$ cat src/rtl/spmv_row_sequencer_if.sv
// Control and result handshake bundle for spmv_row_sequencer.
// The controller drives the master side; the sequencer is the slave.
interface spmv_row_sequencer_if;
  logic start;
  logic abort;
  logic out_ready;
  logic out_valid;
  int   out_data;
  int   out_row;
  logic busy;
  logic done;
  logic err_trunc;
  logic err_index;

  modport master (
    output start, abort, out_ready,
    input  out_valid, out_data, out_row, busy, done, err_trunc, err_index
  );

  modport slave (
    input  start, abort, out_ready,
    output out_valid, out_data, out_row, busy, done, err_trunc, err_index
  );
endinterface

$ cat src/rtl/spmv_row_sequencer.sv
// Walks a CSR matrix one row at a time, accumulating val*vector[col] per row
// and handing each row result out over a valid/ready handshake.
//
// state | meaning
// IDLE  | waiting for start
// LOAD  | fetch row pointers, clear accumulator
// MAC   | one term per cycle into the accumulator
// EMIT  | hold row result until out_ready
// DONE  | one-cycle done pulse
module spmv_row_sequencer #(
  parameter int N_ROWS      = 4,
  parameter int M_COLS      = 4,
  parameter int NNZ         = 16,
  parameter int MAX_ROW_NNZ = 16
) (
  input  logic                 clk,
  input  logic                 rst,
  spmv_row_sequencer_if.slave  bus,
  input  int                   val    [NNZ],
  input  int                   col    [NNZ],
  input  int                   rowPtr [N_ROWS+1],
  input  int                   vector [M_COLS]
);

  localparam int NW = (NNZ > 1) ? $clog2(NNZ) : 1;
  localparam int CW = (M_COLS > 1) ? $clog2(M_COLS) : 1;
  localparam int RW = $clog2(N_ROWS + 1);

  localparam logic [2:0] S_IDLE = 3'd0;
  localparam logic [2:0] S_LOAD = 3'd1;
  localparam logic [2:0] S_MAC  = 3'd2;
  localparam logic [2:0] S_EMIT = 3'd3;
  localparam logic [2:0] S_DONE = 3'd4;

  logic [2:0] state_q, state_d;
  int         row_q, row_d;
  int         acc_q, acc_d;
  int         i_q, i_d;
  int         hi_q, hi_d;
  int         cnt_q, cnt_d;
  logic       err_trunc_q, err_trunc_d;
  logic       err_index_q, err_index_d;

  int         row_nxt;
  int         ptr_lo;
  int         ptr_hi;
  int         hi_clamp;
  int         col_v;
  int         term;
  logic       term_ok;

  // Row pointer fetch and the single MAC term for the current index.
  always_comb begin
    row_nxt  = row_q + 1;
    ptr_lo   = rowPtr[row_q[RW-1:0]];
    ptr_hi   = rowPtr[row_nxt[RW-1:0]];
    hi_clamp = (ptr_hi > NNZ) ? NNZ : ptr_hi;
    col_v    = col[i_q[NW-1:0]];
    term_ok  = (i_q >= 0) && (i_q < NNZ) && (col_v >= 0) && (col_v < M_COLS);
    term     = term_ok ? val[i_q[NW-1:0]] * vector[col_v[CW-1:0]] : 0;
  end

  always_comb begin
    state_d     = state_q;
    row_d       = row_q;
    acc_d       = acc_q;
    i_d         = i_q;
    hi_d        = hi_q;
    cnt_d       = cnt_q;
    err_trunc_d = err_trunc_q;
    err_index_d = err_index_q;

    // Abort beats everything, including a same-cycle EMIT handshake.
    if (state_q != S_IDLE && bus.abort) begin
      state_d = S_IDLE;
    end else begin
      case (state_q)
        S_IDLE: begin
          if (bus.start && !bus.abort) begin
            row_d       = 0;
            err_trunc_d = 1'b0;
            err_index_d = 1'b0;
            state_d     = S_LOAD;
          end
        end
        S_LOAD: begin
          acc_d = 0;
          i_d   = ptr_lo;
          hi_d  = hi_clamp;
          cnt_d = 0;
          if (ptr_hi > NNZ || ptr_hi < ptr_lo) begin
            err_index_d = 1'b1;
          end
          state_d = (hi_clamp <= ptr_lo) ? S_EMIT : S_MAC;
        end
        S_MAC: begin
          acc_d = acc_q + term;
          i_d   = i_q + 1;
          cnt_d = cnt_q + 1;
          if (!term_ok) begin
            err_index_d = 1'b1;
          end
          if (i_q + 1 >= hi_q) begin
            state_d = S_EMIT;
          end else if (cnt_q + 1 >= MAX_ROW_NNZ) begin
            err_trunc_d = 1'b1;
            state_d     = S_EMIT;
          end
        end
        S_EMIT: begin
          if (bus.out_ready) begin
            if (row_q == N_ROWS - 1) begin
              state_d = S_DONE;
            end else begin
              row_d   = row_nxt;
              state_d = S_LOAD;
            end
          end
        end
        S_DONE: begin
          state_d = S_IDLE;
        end
        default: begin
          state_d = S_IDLE;
        end
      endcase
    end
  end

  always_ff @(posedge clk) begin
    if (!rst) begin
      state_q     <= S_IDLE;
      row_q       <= 0;
      acc_q       <= 0;
      i_q         <= 0;
      hi_q        <= 0;
      cnt_q       <= 0;
      err_trunc_q <= 1'b0;
      err_index_q <= 1'b0;
    end else begin
      state_q     <= state_d;
      row_q       <= row_d;
      acc_q       <= acc_d;
      i_q         <= i_d;
      hi_q        <= hi_d;
      cnt_q       <= cnt_d;
      err_trunc_q <= err_trunc_d;
      err_index_q <= err_index_d;
    end
  end

  assign bus.out_valid = (state_q == S_EMIT);
  assign bus.out_data  = acc_q;
  assign bus.out_row   = row_q;
  assign bus.busy      = (state_q != S_IDLE);
  assign bus.done      = (state_q == S_DONE);
  assign bus.err_trunc = err_trunc_q;
  assign bus.err_index = err_index_q;

endmodule

$ cat src/flat_wrapper.sv
// flat-port wrapper written by rule: the top's interface ports become plain ports
module spmv_row_sequencer_flat 
#(
  parameter int N_ROWS      = 4,
  parameter int M_COLS      = 4,
  parameter int NNZ         = 16,
  parameter int MAX_ROW_NNZ = 16
)
  (clk, rst, val, col, rowPtr, vector, bus_start, bus_abort, bus_out_ready, bus_out_valid, bus_out_data, bus_out_row, bus_busy, bus_done, bus_err_trunc, bus_err_index);
  spmv_row_sequencer_if bus_i ();
  input  logic clk;
  input  logic rst;
  input  int val[NNZ];
  input  int col[NNZ];
  input  int rowPtr[N_ROWS+1];
  input  int vector[M_COLS];
  input wire logic [$bits(bus_i.start)-1:0] bus_start;
  input wire logic [$bits(bus_i.abort)-1:0] bus_abort;
  input wire logic [$bits(bus_i.out_ready)-1:0] bus_out_ready;
  output wire logic [$bits(bus_i.out_valid)-1:0] bus_out_valid;
  output wire logic [$bits(bus_i.out_data)-1:0] bus_out_data;
  output wire logic [$bits(bus_i.out_row)-1:0] bus_out_row;
  output wire logic [$bits(bus_i.busy)-1:0] bus_busy;
  output wire logic [$bits(bus_i.done)-1:0] bus_done;
  output wire logic [$bits(bus_i.err_trunc)-1:0] bus_err_trunc;
  output wire logic [$bits(bus_i.err_index)-1:0] bus_err_index;
  assign bus_i.start = bus_start;
  assign bus_i.abort = bus_abort;
  assign bus_i.out_ready = bus_out_ready;
  assign bus_out_valid = bus_i.out_valid;
  assign bus_out_data = bus_i.out_data;
  assign bus_out_row = bus_i.out_row;
  assign bus_busy = bus_i.busy;
  assign bus_done = bus_i.done;
  assign bus_err_trunc = bus_i.err_trunc;
  assign bus_err_index = bus_i.err_index;
  spmv_row_sequencer #(.N_ROWS(N_ROWS), .M_COLS(M_COLS), .NNZ(NNZ), .MAX_ROW_NNZ(MAX_ROW_NNZ)) u_core (.clk(clk), .rst(rst), .bus(bus_i), .val(val), .col(col), .rowPtr(rowPtr), .vector(vector));
endmodule
$ cat config.mk
export PLATFORM = sky130hd
export DESIGN_NAME = spmv_row_sequencer_flat
export DESIGN_NICKNAME = d
export VERILOG_FILES = /design/src/rtl/spmv_row_sequencer_if.sv /design/src/rtl/spmv_row_sequencer.sv /design/src/flat_wrapper.sv
export SDC_FILE = /design/constraint.sdc
export NUM_CORES = 2
export LEC_CHECK = 0
export CORE_AREA = 2 2 539 541
export DETAILED_ROUTE_END_ITERATION = 7
export DIE_AREA = 0 0 541 543
export PLACE_DENSITY = 0.35
export SLEW_MARGIN = 20
export SYNTH_ARGS = -nofsm -noshare
export SYNTH_HDL_FRONTEND = slang
export SYNTH_SLANG_ARGS = --single-unit
$ cat constraint.sdc
create_clock -name clk -period 25.6 [get_ports clk]
set_input_delay 5.12 -clock clk [delete_from_list [all_inputs] [get_ports clk]]
set_output_delay 5.12 -clock clk [all_outputs]
set_load 0.02 [all_outputs]
==> impl_results.md <==
* Endpoints failing setup at 0
* CP max-delay cell: o41ai_1
* Clock Path Buffers at 2
* Count leader, synth: nor2_1
* Die height at ~540 um
* Yosys warnings at 0
* Period utilization at 66.74%
* Register area share after synthesis at 8.835%
* Pins Over Slew Limit at 0
* Fin. Hold Viols at 0
* Die area at 293800 um2
* Floorplan Core Area at roughly 290000 um2
* Register bit count reported by yosys at 165
* Initial antenna violation count at between 100 and 150
* CP most frequent cell: fa_1
* Unique masters post-synth at 92
* CTS tree: yes
* Slew @ Worst Pin at 1230 ps
* Die X at 541 um
* I/O Buffers at 1385
* Final GP Congestion at 0.9156
* Max Fclk at roughly 59 MHz
* Relative slew margins at 17.15%
* CTS Hold Bufs at 0
* First drt pass iteration count at 5
* Final WS setup at 8515 ps
* Drt drc at 0
* Primary FF master, synth: dfxtp_1
* H-tree depth at 4
* CP max stage delay at 730 ps
* Mean area per synthesized cell at 8.536 um2
* Vias per cell at 4.169
* CTS buffer count at 17
* Ports at 1386
* # Post-CTS Setup Buffers at 0
* Non-filler cells, final at 9435
* Synth area leader: fa_1
* CP Data Arrival Time at roughly 18000 ps
* RSZ-0062 raised after global routing: false
* Ys async rst share at 0%
* CP Max Fanout at 53
* Layout area overhead at 50.78%
* GR Util All Layers at between 10% and 20%
* Final #Nets at ~7600
* Layout fillers at 31946
* Top cells by area, synth: fa_1, mux4_2, ha_1
* Clk Latency, worst-skew pair at 480 ps
* First-pass GRT wire length at between 300000 and 400000 um
* Site Rows at 197
* Worst slack, placed at between 8000 and 9000 ps
* Syn Nets at about 6400
* Vias at 39333
* Pin count of the biggest net entering global routing at 92
* Clock sinks at 165
* Initial core utilization at between 10% and 20%
* Type of origin of the critical path: input port
* 1st-iter DRT viols at 3088
* Synth cell count leaders: nor2_1, inv_1, fa_1
* CP Class: in2reg
* Final ANT Viol Nets at 0
* Total global routing overflow at 0
* Vias in the first global route at 40151
* Critical Path RT at 26020 ps
* Top-area cell type share of the netlist area at 21.90%
* Crit end category: flip-flop
* Worst min path class: reg2reg
* Cell Area, Synth at 37390 um2
* Routed wire length at between 200000 and 300000 um
* Final core utilization at 19.61%
* Max-Cap Viols at 0
* Clock transition at path regs at around 70 ps
* Drt wl/cell at 29.79 um
* Setup TNS at 0 ps
* EDFF count, synth at 0
* Clock Skews at 22.42 ps
* Fraction of layout cells with a size suffix above 1 at 8.115%
* Cells after DPL at 9369
* Dpl hpwl at between 200000 and 250000 um
* Cells after Synth at 4380
* Clk root buf: clkbuf_16
* Post-CTS resize count at 0
* Status: completed
* Final Critical Period at 17090 ps
[logic make-up (layout without fill, tap and decap cells)]
family | Yosys count | after routing | synth area share [%]
compound gates | 705 | 705 | 12.68
xor+xnor | 165 | 165 | 4.287
fa+ha+maj | 690 | 690 | 31.30
buf+inv | 787 | 2026 | 8.490
flops | 165 | 165 | 8.835
mux | 313 | 313 | 14.54
other cells | 0 | 35 | 0
simple gates | 1555 | 1555 | 19.87
[critical path: cells and delay by family]
kind,cells,cell delay [ps]
muxes,4,2010
AOI/OAI and AO/OA,14,3700
buffers and inverters,5,640
adders and majority gates,10,4180
and+or+nand+nor,6,1720
[layout make-up]
type	count	area [um2]	area share, %
diodes	35	87.58	0.1554
clock buffers	21	450.4	0.7990
clock inverters	10	116.4	0.2064
inverters	531	1996	3.540
multi-input cells	3428	31190	55.32
flip-flops and latches	165	3323	5.895
well taps	3781	4731	8.392
repair buffers	1464	14480	25.69
[through the flow]
stage	instance area (um2)	hold slack [ps]
detailed placement	55720	447.8
CTS	56290	458.0
global placement	55700	449.3
global route	56310	481.2
floorplan	37390	436.3
finish	56370	457.6
[layout by cell type, fill, tap and decap left out, drive strengths merged, types with 16 or more instances in the layout]
| cell type | n |
|---|---|
| a211oi | 25 |
| a21o | 45 |
| a21oi | 223 |
| a221oi | 16 |
| a22o | 17 |
| a22oi | 52 |
| a31oi | 17 |
| and2 | 41 |
| and3 | 80 |
| buf | 79 |
| clkbuf | 21 |
| clkdlybuf4s50 | 1385 |
| dfxtp | 165 |
| diode | 35 |
| fa | 409 |
| ha | 281 |
| inv | 536 |
| mux2 | 29 |
| mux2i | 106 |
| mux4 | 178 |
| nand2 | 315 |
| nand2b | 102 |
| nand3 | 63 |
| nand4 | 71 |
| nor2 | 578 |
| nor2b | 28 |
| nor3 | 51 |
| nor4 | 121 |
| o211ai | 29 |
| o21a | 26 |
| o21ai | 112 |
| o22a | 33 |
| or2 | 62 |
| or3 | 18 |
| xnor2 | 96 |
| xor2 | 58 |
[metal layers]
layer | vias up | wire length (um) | track usage [%]
met5 | - | 210 | 0
met4 | 32 | 7335 | 4.179
met3 | 234 | 15160 | 2.920
met2 | 1568 | 136000 | 31.35
met1 | 19887 | 122500 | 24.25
li1 | 17612 | - | -
[path summary, 6_finish.rpt]
kind / from / to / slack, ps / depth (start not counted)
max: col[417] / u_core.bus.out_data[31] / 8510 / 39
min: u_core.hi_q[27] / u_core.hi_q[27] / 460 / 2
max reg2reg: u_core.i_q[0] / u_core.bus.out_data[31] / 12060 / 39
min reg2reg: u_core.hi_q[27] / u_core.hi_q[27] / 460 / 2
[sequential cells by signal (all words and copies together) (netlist names)]
register and flops:
u_core.bus.out_data 32, u_core.bus.out_row 32, u_core.cnt_q 32, u_core.hi_q 32, u_core.i_q 32, u_core.state_q 3
u_core.bus.err_index 1, u_core.bus.err_trunc 1
Power is not shown: default switching activity piles up to over one toggle a cycle in this logic, so the estimate is an artifact.
